### src/rtl/alu_regfile.sv
// ============================================================================
// Module   : alu_regfile
// Purpose  : 2**AW x WIDTH register file with two combinational read ports,
//            one write port with write-through bypass, and a registered ALU
//            zero flag. Register 0 is hardwired to zero.
// Revision : 1.0 - initial release
// ============================================================================
`default_nettype none

module alu_regfile #(
  parameter int WIDTH = 4,
  parameter int AW    = 3
) (
  input  logic             clk,
  input  logic             rst_n,
  input  logic [AW-1:0]    ra1,
  input  logic [AW-1:0]    ra2,
  output logic [WIDTH-1:0] rd1,
  output logic [WIDTH-1:0] rd2,
  input  logic             we,
  input  logic [AW-1:0]    wa,
  input  logic [WIDTH-1:0] wd,
  input  logic             flag_we,
  input  logic             zero_in,
  output logic             zero_flag
);

  localparam int c_nregs = 2 ** AW;

  logic [WIDTH-1:0] regs_q [c_nregs];
  logic [WIDTH-1:0] regs_d [c_nregs];
  logic             zero_flag_q;
  logic             zero_flag_d;
  logic             w_wr_en;

  // A write that will actually land at the next edge; also gates the bypass.
  assign w_wr_en = rst_n && we && (wa != '0);

  always_comb begin
    regs_d      = regs_q;
    zero_flag_d = zero_flag_q;
    if (!rst_n) begin
      for (int i = 0; i < c_nregs; i++) begin
        regs_d[i] = '0;
      end
      zero_flag_d = 1'b0;
    end else begin
      if (w_wr_en) begin
        regs_d[wa] = wd;
      end
      if (flag_we) begin
        zero_flag_d = zero_in;
      end
    end
  end

  always_ff @(posedge clk) begin
    regs_q      <= regs_d;
    zero_flag_q <= zero_flag_d;
  end

  always_comb begin
    rd1 = regs_q[ra1];
    if (ra1 == '0) begin
      rd1 = '0;
    end else if (w_wr_en && (ra1 == wa)) begin
      rd1 = wd;
    end
  end

  always_comb begin
    rd2 = regs_q[ra2];
    if (ra2 == '0) begin
      rd2 = '0;
    end else if (w_wr_en && (ra2 == wa)) begin
      rd2 = wd;
    end
  end

  assign zero_flag = zero_flag_q;

endmodule

`default_nettype wire
### config.mk
export PLATFORM = sky130hd
export DESIGN_NAME = alu_regfile
export DESIGN_NICKNAME = d
export VERILOG_FILES = /design/src/rtl/alu_regfile.sv
export SDC_FILE = /design/constraint.sdc
export NUM_CORES = 1
export LEC_CHECK = 0
export ABC_AREA = 1
export CORE_ASPECT_RATIO = 0.7
export CORE_MARGIN = 1
export CORE_UTILIZATION = 38
export CTS_BUF_LIST = sky130_fd_sc_hd__clkbuf_8
export DETAILED_ROUTE_END_ITERATION = 7
export PLACE_DENSITY = 0.66
export SYNTH_ARGS = -nofsm -noshare
export SYNTH_HDL_FRONTEND = slang
export SYNTH_SLANG_ARGS = --single-unit
### constraint.sdc
create_clock -name clk -period 2.2 [get_ports clk]
set_input_delay 0.55 -clock clk [delete_from_list [all_inputs] [get_ports clk]]
set_output_delay 0.55 -clock clk [all_outputs]
set_load 0.02 [all_outputs]
### Word level (Yosys, flattened, before mapping)

Cells that the tools add are included.

* bits in registers: 33
* input bits: 18
* output and inout bits: 9
* word-level logic and storage cells: 39

* $lt $le $gt $ge: 4
* equality and inequality tests: 2
* multiplexer cells: 13
* bitwise gates (word level): 3
* reduce and logical (&&, ||, !) cells: 8

Operators by type and width (number)
* 2-to-1 mux 4 bit: 9
* bitwise mux 32 bit: 1
* binary-select mux 4 bit (select 3 bit): 2
* demux 4 bit (select 3 bit): 1
* greater-or-equal comparator 4 bit, second input constant: 3
* inverter 3 -> 4 bit: 3
* == test 3 bit: 2
* logical NOT 3 bit: 2
* logical AND 1 bit: 5
* < comparator 4 x 1 -> 1 bit, second input constant: 1
* nonzero test 3 bit: 1

### Logic depth before layout (Yosys ltp)

Gate-level depths: netlist (run 1).

* word-level depth: 6
* mapped depth: 11
* depth with buffers taken out: 9

### Least setup slack after synthesis (run 1)

Ideal clock, no wire load.

* path type: in2out
* start: in ra2[1]
* end: out rd2[1]
* arrival time: 1558 ps
* required time: 1650 ps
* setup slack: 92 ps
* cell stages on the path: 6
* path buffers: 1
* cells stage by stage: buf_2 -> xnor2_1 -> nand3_1 -> nand2_1 -> inv_1 -> nor2_1

* word-level cells in the longest chain between the ends: 6
* elaborated cells on any way between the ends: 9
* those cells by class: eq/ne (1); mux (5); bitwise (1); reduce/logical (2)

Ends and longest elaborated chain
* start, declared: line 17 `input logic [AW-1:0] ra2,`
* inverter 3 -> 4 bit (not written as such): line 72 `rd2 = regs_q[ra2];`
* binary-select mux 4 bit (select 3 bit): line 72
* 2-to-1 mux 4 bit (not written as such) (2 in series): line 72
* 2-to-1 mux 4 bit: line 75 `end else if (w_wr_en && (ra2 == wa)) begin`
* 2-to-1 mux 4 bit *: line 73 `if (ra2 == '0) begin`
* end, declared: line 19 `output logic [WIDTH-1:0] rd2,`

Mark *: on every way between the ends. The rest lies on a longest branch, timed or not. The select of a mux whose other input is x is not followed.

### Worst setup path after layout (run 1)

* start: in wa[2]
* end: out rd2[1]

* word-level cells in the longest chain between the ends: 5
* elaborated cells on any way between the ends: 6
* those cells by class: eq/ne (1); mux (2); reduce/logical (3)

Ends and longest elaborated chain
* start, declared: line 21 `input logic [AW-1:0] wa,`
* nonzero test 3 bit: line 37 `assign w_wr_en = rst_n && we && (wa != '0);`
* logical AND 1 bit: line 37
* logical AND 1 bit *: line 75
* 2-to-1 mux 4 bit *: line 75
* 2-to-1 mux 4 bit *: line 73

Mark *: on every way between the ends. The rest lies on a longest branch, timed or not.

==> results_dict.tcl, run 1 <==
set metrics [dict create \
    dp.final_hpwl_um 5360 \
    final_cell_mix "128 x nand2_1, 42 x buf_4, 38 x nand3_1" \
    netlist_instances 351 \
    max_freq_mhz 457 \
    yosysWarnings 0 \
    setup_viol 0 \
    drt-pass1-iter-count 5 \
    max_cap_viol_count 0 \
    ioPinCount 27 \
    hold_path_class "flip-flop to flip-flop" \
    tightestPinTransition_ns 0.366 \
    n_fill_cell 549 \
    grt_pass1_vias 2384 \
    die_h_um 64.3 \
    initial_core_util 0.398 \
    rows 22 \
    gp_congestion 1.00 \
    dieArea_um2 5840 \
    portBuffers 26 \
    detail-route-antenna-nets 0 \
    syn_to_final_growth_pct 41.7 \
    diodes 0 \
    die_w_um 90.9 \
    clock_sinks 33 \
    numCtsBuffers 5 \
    maxSlewViolCount 0 \
    tns_ns 0 \
    holdBufCountCts 0 \
    antenna_found_initial 0 \
    path_class "primary input to primary output" \
    drt_wl_total_um 7460 \
    cts_tree "done" \
    ir_worst_vdd_v 0.000312 \
    htree_levels 2 \
    postSynthAreaPerCell_um2 6.00 \
    wl_per_cell_um 15.2 \
    crit_arrival_ns 1.64 \
    hold_viol 0 \
    status "complete, no violations" \
    crit_path_end_kind "primary output" \
    grt_pass1_wl_um 11900 \
    post-route-period-util 0.994 \
    powerDensity_nw_per_um2 502 \
    required_ns 1.65 \
    drt-initial-drc-count 325 \
    cts-root-buf "clkbuf_8" \
    power.total_mw 1.50 \
    vias_per_cell 5.39 \
    drive_gt1_frac 0.264 \
    drc 0 \
    skew_ns 0 \
    synth_seq_cells 33 \
    synth_area_leader_cell "dfxtp_1" \
    multiInputGateArea_um2 1330 \
    period_needed_ns 2.19 \
    cp_max_fo 4 \
    overflow 0 \
    synth.distinct_cells 18 \
    path_clk_slew_ns 0.07 \
    track_usage 0.268 \
    num_vias 2653 \
    power_leakage_nw 1.40 \
    clock_latency_ns 0.29 \
    synthesis.nets 369 \
    synthTopCellsByArea "dfxtp_1 31%, nand2_1 25%, nand3_1 10%, a21oi_1 6.9%, nand4_1 5.9%" \
    grt_max_degree 23 \
    start_kind "primary input" \
    nNetsFinal 438 \
    ys_seq_area_frac 0.314 \
    final_common_cell "nand2_1" \
    syn_area_um2 2100 \
    cts_buffer_depth 2 \
    core_area_um2 5290 \
    synth.top_cell.area_share 0.314 \
    maxSlewHeadroom 0.755 \
    regArea_um2 661 \
]
-- stage by stage --
stage	instances	hold WS, ns	utilization	worst slack, ns	cell area (um^2)
2_1_floorplan	351	0.420	-	0.0917	2100
3_3_place_gp	479	0.437	0.515	-0.835	2720
3_5_place_dp	479	0.445	0.515	-0.854	2720
4_1_cts	490	0.455	0.553	-0.00662	2920
5_1_grt	492	0.480	0.564	-0.0546	2980
6_report	492	0.452	0.564	0.0127	2980
-- report_power, final --
part | leakage (nW) | switching [mW] | internal [mW] | total, mW
Combinational | 1.09 | 0.229 | 0.182 | 0.410
Sequential | 0.267 | 0.00852 | 0.608 | 0.616
Clock | 0.0433 | 0.224 | 0.247 | 0.471
Total | 1.40 | 0.461 | 1.04 | 1.50
-- worst max-delay path: stages --
cell and delay, ns:
buf_4 0.13, buf_6 0.12, nand2_1 0.08, nand2_2 0.07, nor2_4 0.13, nand3_2 0.12, nand2_1 0.12, inv_1 0.05
nor2_1 0.11, buf_4 0.15
-- per-layer routing --
layer	track usage	vias to the layer above	share of wire
li1	-	1283	-
met1	0.381	1220	0.47
met2	0.387	128	0.43
met3	0.0643	22	0.075
met4	0.107	0	0.030
met5	0	-	0
-- layout make-up --
class / instances / area share
inverter: 32 / 0.0436
tap: 72 / 0.0302
sequential: 33 / 0.222
timing repair buffer: 76 / 0.227
clock buffer: 6 / 0.0277
multi-input combinational: 272 / 0.447
clock inverter: 1 / 0.00252
-- synth_stat cells --
| master | count |
|---|---|
| a21oi_1 | 29 |
| a21oi_4 | 1 |
| buf_2 | 3 |
| buf_4 | 6 |
| buf_6 | 1 |
| clkbuf_1 | 4 |
| clkinv_1 | 1 |
| clkinv_2 | 2 |
| dfxtp_1 | 33 |
| inv_1 | 24 |
| inv_2 | 5 |
| nand2_1 | 142 |
| nand3_1 | 43 |
| nand4_1 | 20 |
| nor2_1 | 14 |
| nor2_4 | 4 |
| o21ai_0 | 17 |
| xnor2_1 | 2 |
-- cell families (layout without fill, tap and decap cells) --
| kind of cell | count (synthesis) | in the layout | share of synthesized area |
|---|---|---|---|
| xor+xnor | 2 | 2 | 0.00832 |
| compound gates | 47 | 47 | 0.117 |
| simple gates | 223 | 223 | 0.461 |
| flops | 33 | 33 | 0.314 |
| buf+inv | 46 | 115 | 0.0993 |
-- timing repair --
item / CTS / global route
gates resized for setup: 86 / 44
hold endpoints to repair: 0 / 0
setup endpoints to repair: 8 / 8
pin swaps: 12 / 22
gates cloned: 1 / 1
buffers inserted: 3 / 3
-- worst paths after layout --
| check | from | to | slack, ns | depth (start not counted) |
|---|---|---|---|---|
| setup / recovery | wa[2] | rd2[1] | 0.01 | 10 |
| hold / removal | regs_q[30] | regs_q[30] | 0.45 | 2 |
| setup reg to reg | regs_q[17] | regs_q[17] | 1.51 | 2 |
| hold reg to reg | regs_q[30] | regs_q[30] | 0.45 | 2 |
-- state kept, by name (all words and copies together) (netlist names) --
| signal | count |
|---|---|
| zero_flag | 1 |
| regs_q | 32 |
No activity file was read; power rests on OpenSTA's default activity.
==> run 2: changes to the inputs <==
Settings changed: ABC_AREA 1 to default, CAP_MARGIN from default to 0, CORE_UTILIZATION 38 to 55, PLACE_DENSITY 0.66 to 0.88.
==> results_dict.tcl, run 2 <==
set metrics [dict create \
    status "finished, violations left" \
    violations "setup timing" \
    regMostFlops "regs_q" \
    postSynthAreaPerCell_um2 10.8 \
    synth.distinct_cells 23 \
    ys_seq_area_frac 0.325 \
    setup_viol 8 \
    numCtsBuffers 5 \
    rows 18 \
    cp_max_fo 5 \
    holdBufCountCts 0 \
    core_area_um2 3540 \
    drt-initial-drc-count 192 \
    rr_worst_depth 2 \
    placed_cells 273 \
    crit_arrival_ns 1.89 \
    gp_congestion 0.929 \
    synth.top_cell.area_share 0.325 \
    yosysWarnings 0 \
    setup_slack_ns -0.243 \
    maxSlewHeadroom 0.676 \
    seq_power_share 0.425 \
    nNetsFinal 252 \
    synth_edf_count 0 \
    start_kind "primary input" \
    track_usage 0.351 \
    largest_register_ffs 32 \
    drc 0 \
    hold_depth 1 \
    place_ws_ns -1.17 \
    synthesis.nets 206 \
    path_clk_slew_ns 0.07 \
    hold_viol 0 \
    hold_path_class "flip-flop to flip-flop" \
    skew_ns 0 \
    hold_path.startpoint "regs_q[30]" \
    portBuffers 26 \
    num_vias 1775 \
    grtUsageMet2 0.575 \
    p_clk_frac 0.390 \
    power.total_mw 1.44 \
    p_sw_mw 0.369 \
    cts_tree "done" \
    post-route-period-util 1.11 \
    synth_seq_cells 33 \
    path_class "primary input to primary output" \
    ioPinCount 27 \
    ys_top_cells_by_count "33 x dfxtp_1, 25 x mux2i_1, 17 x nor2b_1" \
    r2r_start "regs_q[0]" \
    drt_wl_total_um 6250 \
    syn_to_final_growth_pct 38.4 \
    rr_endpoint "regs_q[0]" \
    vias_per_cell 6.25 \
    clock_sinks 33 \
    min_to "regs_q[30]" \
    power.internal_mw 1.07 \
    max_cap_viol_count 0 \
    use_met3 0.0933 \
    cts-root-buf "clkbuf_8" \
    overflow 0 \
    globalRouteMet1Util 0.417 \
    final_cell_mix "33 x dfxtp_1, 28 x buf_4, 20 x mux2i_1" \
    powerDensity_nw_per_um2 511 \
    cts_buffer_depth 2 \
    detail-route-antenna-nets 0 \
    power_leakage_nw 1.04 \
    die_w_um 74.7 \
    synth_area_leader_cell "dfxtp_1" \
    grt_max_degree 36 \
    tightestPinTransition_ns 0.484 \
    rsz0062_at_grt "true" \
    drive_gt1_frac 0.457 \
    grt_pass1_wl_um 9400 \
    syn_area_um2 2030 \
    netlist_instances 188 \
    fin_cells 284 \
    dp.final_hpwl_um 4120 \
    final_common_cell "dfxtp_1" \
    ys_async_sr_fraction 0 \
    grt_busiest_layer "met2" \
    drt-pass1-iter-count 4 \
    maxSlewViolCount 0 \
    dieArea_um2 3950 \
    synth.most_common_cell "dfxtp_1" \
    htree_levels 2 \
    clock_latency_ns 0.29 \
    initial_core_util 0.575 \
    die_h_um 52.9 \
    antenna_found_initial 0 \
    ir_worst_vdd_v 0.000332 \
    max_freq_mhz 409 \
    period_needed_ns 2.44 \
    grt_pass1_vias 1783 \
    power_frac_comb 0.185 \
    r2r_setup_slack_ns 1.38 \
    crit_path_end_kind "primary output" \
    synthTopCellsByArea "dfxtp_1 32%, mux4_2 18%, mux2i_1 12%, nor2b_1 5.2%, a21boi_0 4.4%" \
    sw_frac_of_total 0.257 \
    synth_ff_type "dfxtp_1" \
    required_ns 1.65 \
    diodes 0 \
    wl_per_cell_um 22.0 \
]
==> run 2: repair_timing <==
item	4_1_cts	5_1_grt
cloned	1	0
setup endpoints to repair	9	8
pin swaps	7	4
setup buffers	4	1
gates resized for setup	109	25
==> run 2: power groups by stage <==
stage / Combinational, mW / Clock, mW / Sequential [mW]
global placement: 0.220 / 0 / 0.623
detailed placement: 0.228 / 0 / 0.624
floorplan: 0.137 / 0 / 0.623
CTS: 0.256 / 0.564 / 0.611
finish: 0.266 / 0.561 / 0.611
global route: 0.279 / 0.594 / 0.611
==> run 2: metal layers <==
layer | vias up | share of wire | wire (um)
met5 | - | 0 | 0
li1 | 762 | - | -
met4 | 0 | 0.042 | 264
met2 | 111 | 0.50 | 3100
met3 | 28 | 0.094 | 588
met1 | 874 | 0.37 | 2300
==> run 2: area by class of cell <==
type	instances	area, um^2
clock buffers	5	68.8
flip-flops and latches	33	661
multi-input cells	137	1430
repair buffers	57	561
fillers	202	722
clock inverters	2	35.0
well taps	50	62.6
==> run 2: cell families (layout without fill, tap and decap cells) <==
logic type	Yosys count	after routing	share of synthesized area
AOI/OAI and AO/OA	25	25	0.0868
xor gates and xnor gates	6	6	0.0258
buffers and inverters	18	64	0.0425
DFF	33	33	0.325
muxes	49	49	0.345
and+or+nand+nor	57	57	0.175
==> run 2: worst max path at each step <==
stage                 from     end  slack [ns]  depth (start not counted)
finish              ra2[0]  rd2[1]       -0.24                          7
global route        ra2[0]  rd2[0]       -0.28                          7
CTS                 ra1[2]  rd1[1]       -0.30                          7
detailed placement  ra1[0]  rd1[1]       -1.17                          7
global placement    ra2[2]  rd2[1]       -1.13                          6
floorplan            wa[1]  rd1[1]       0.002                          5
==> run 2: metrics by stage <==
step	hold slack [ns]	setup TNS [ns]	utilization	area (um^2)
after floorplan	0.443	0	-	2100
after global placement	0.466	-11.56	0.712	2520
after detailed placement	0.469	-13.35	0.712	2520
after CTS	0.494	-2.04	0.787	2780
after global routing	0.506	-2.01	0.796	2810
final	0.499	-1.75	0.796	2810
==> run 2: critical path: stages <==
cell and delay [ns]:
buf_8 0.09, buf_12 0.12, mux4_2 0.52, mux2_4 0.29, mux2i_4 0.15, nor2_2 0.05, buf_6 0.12
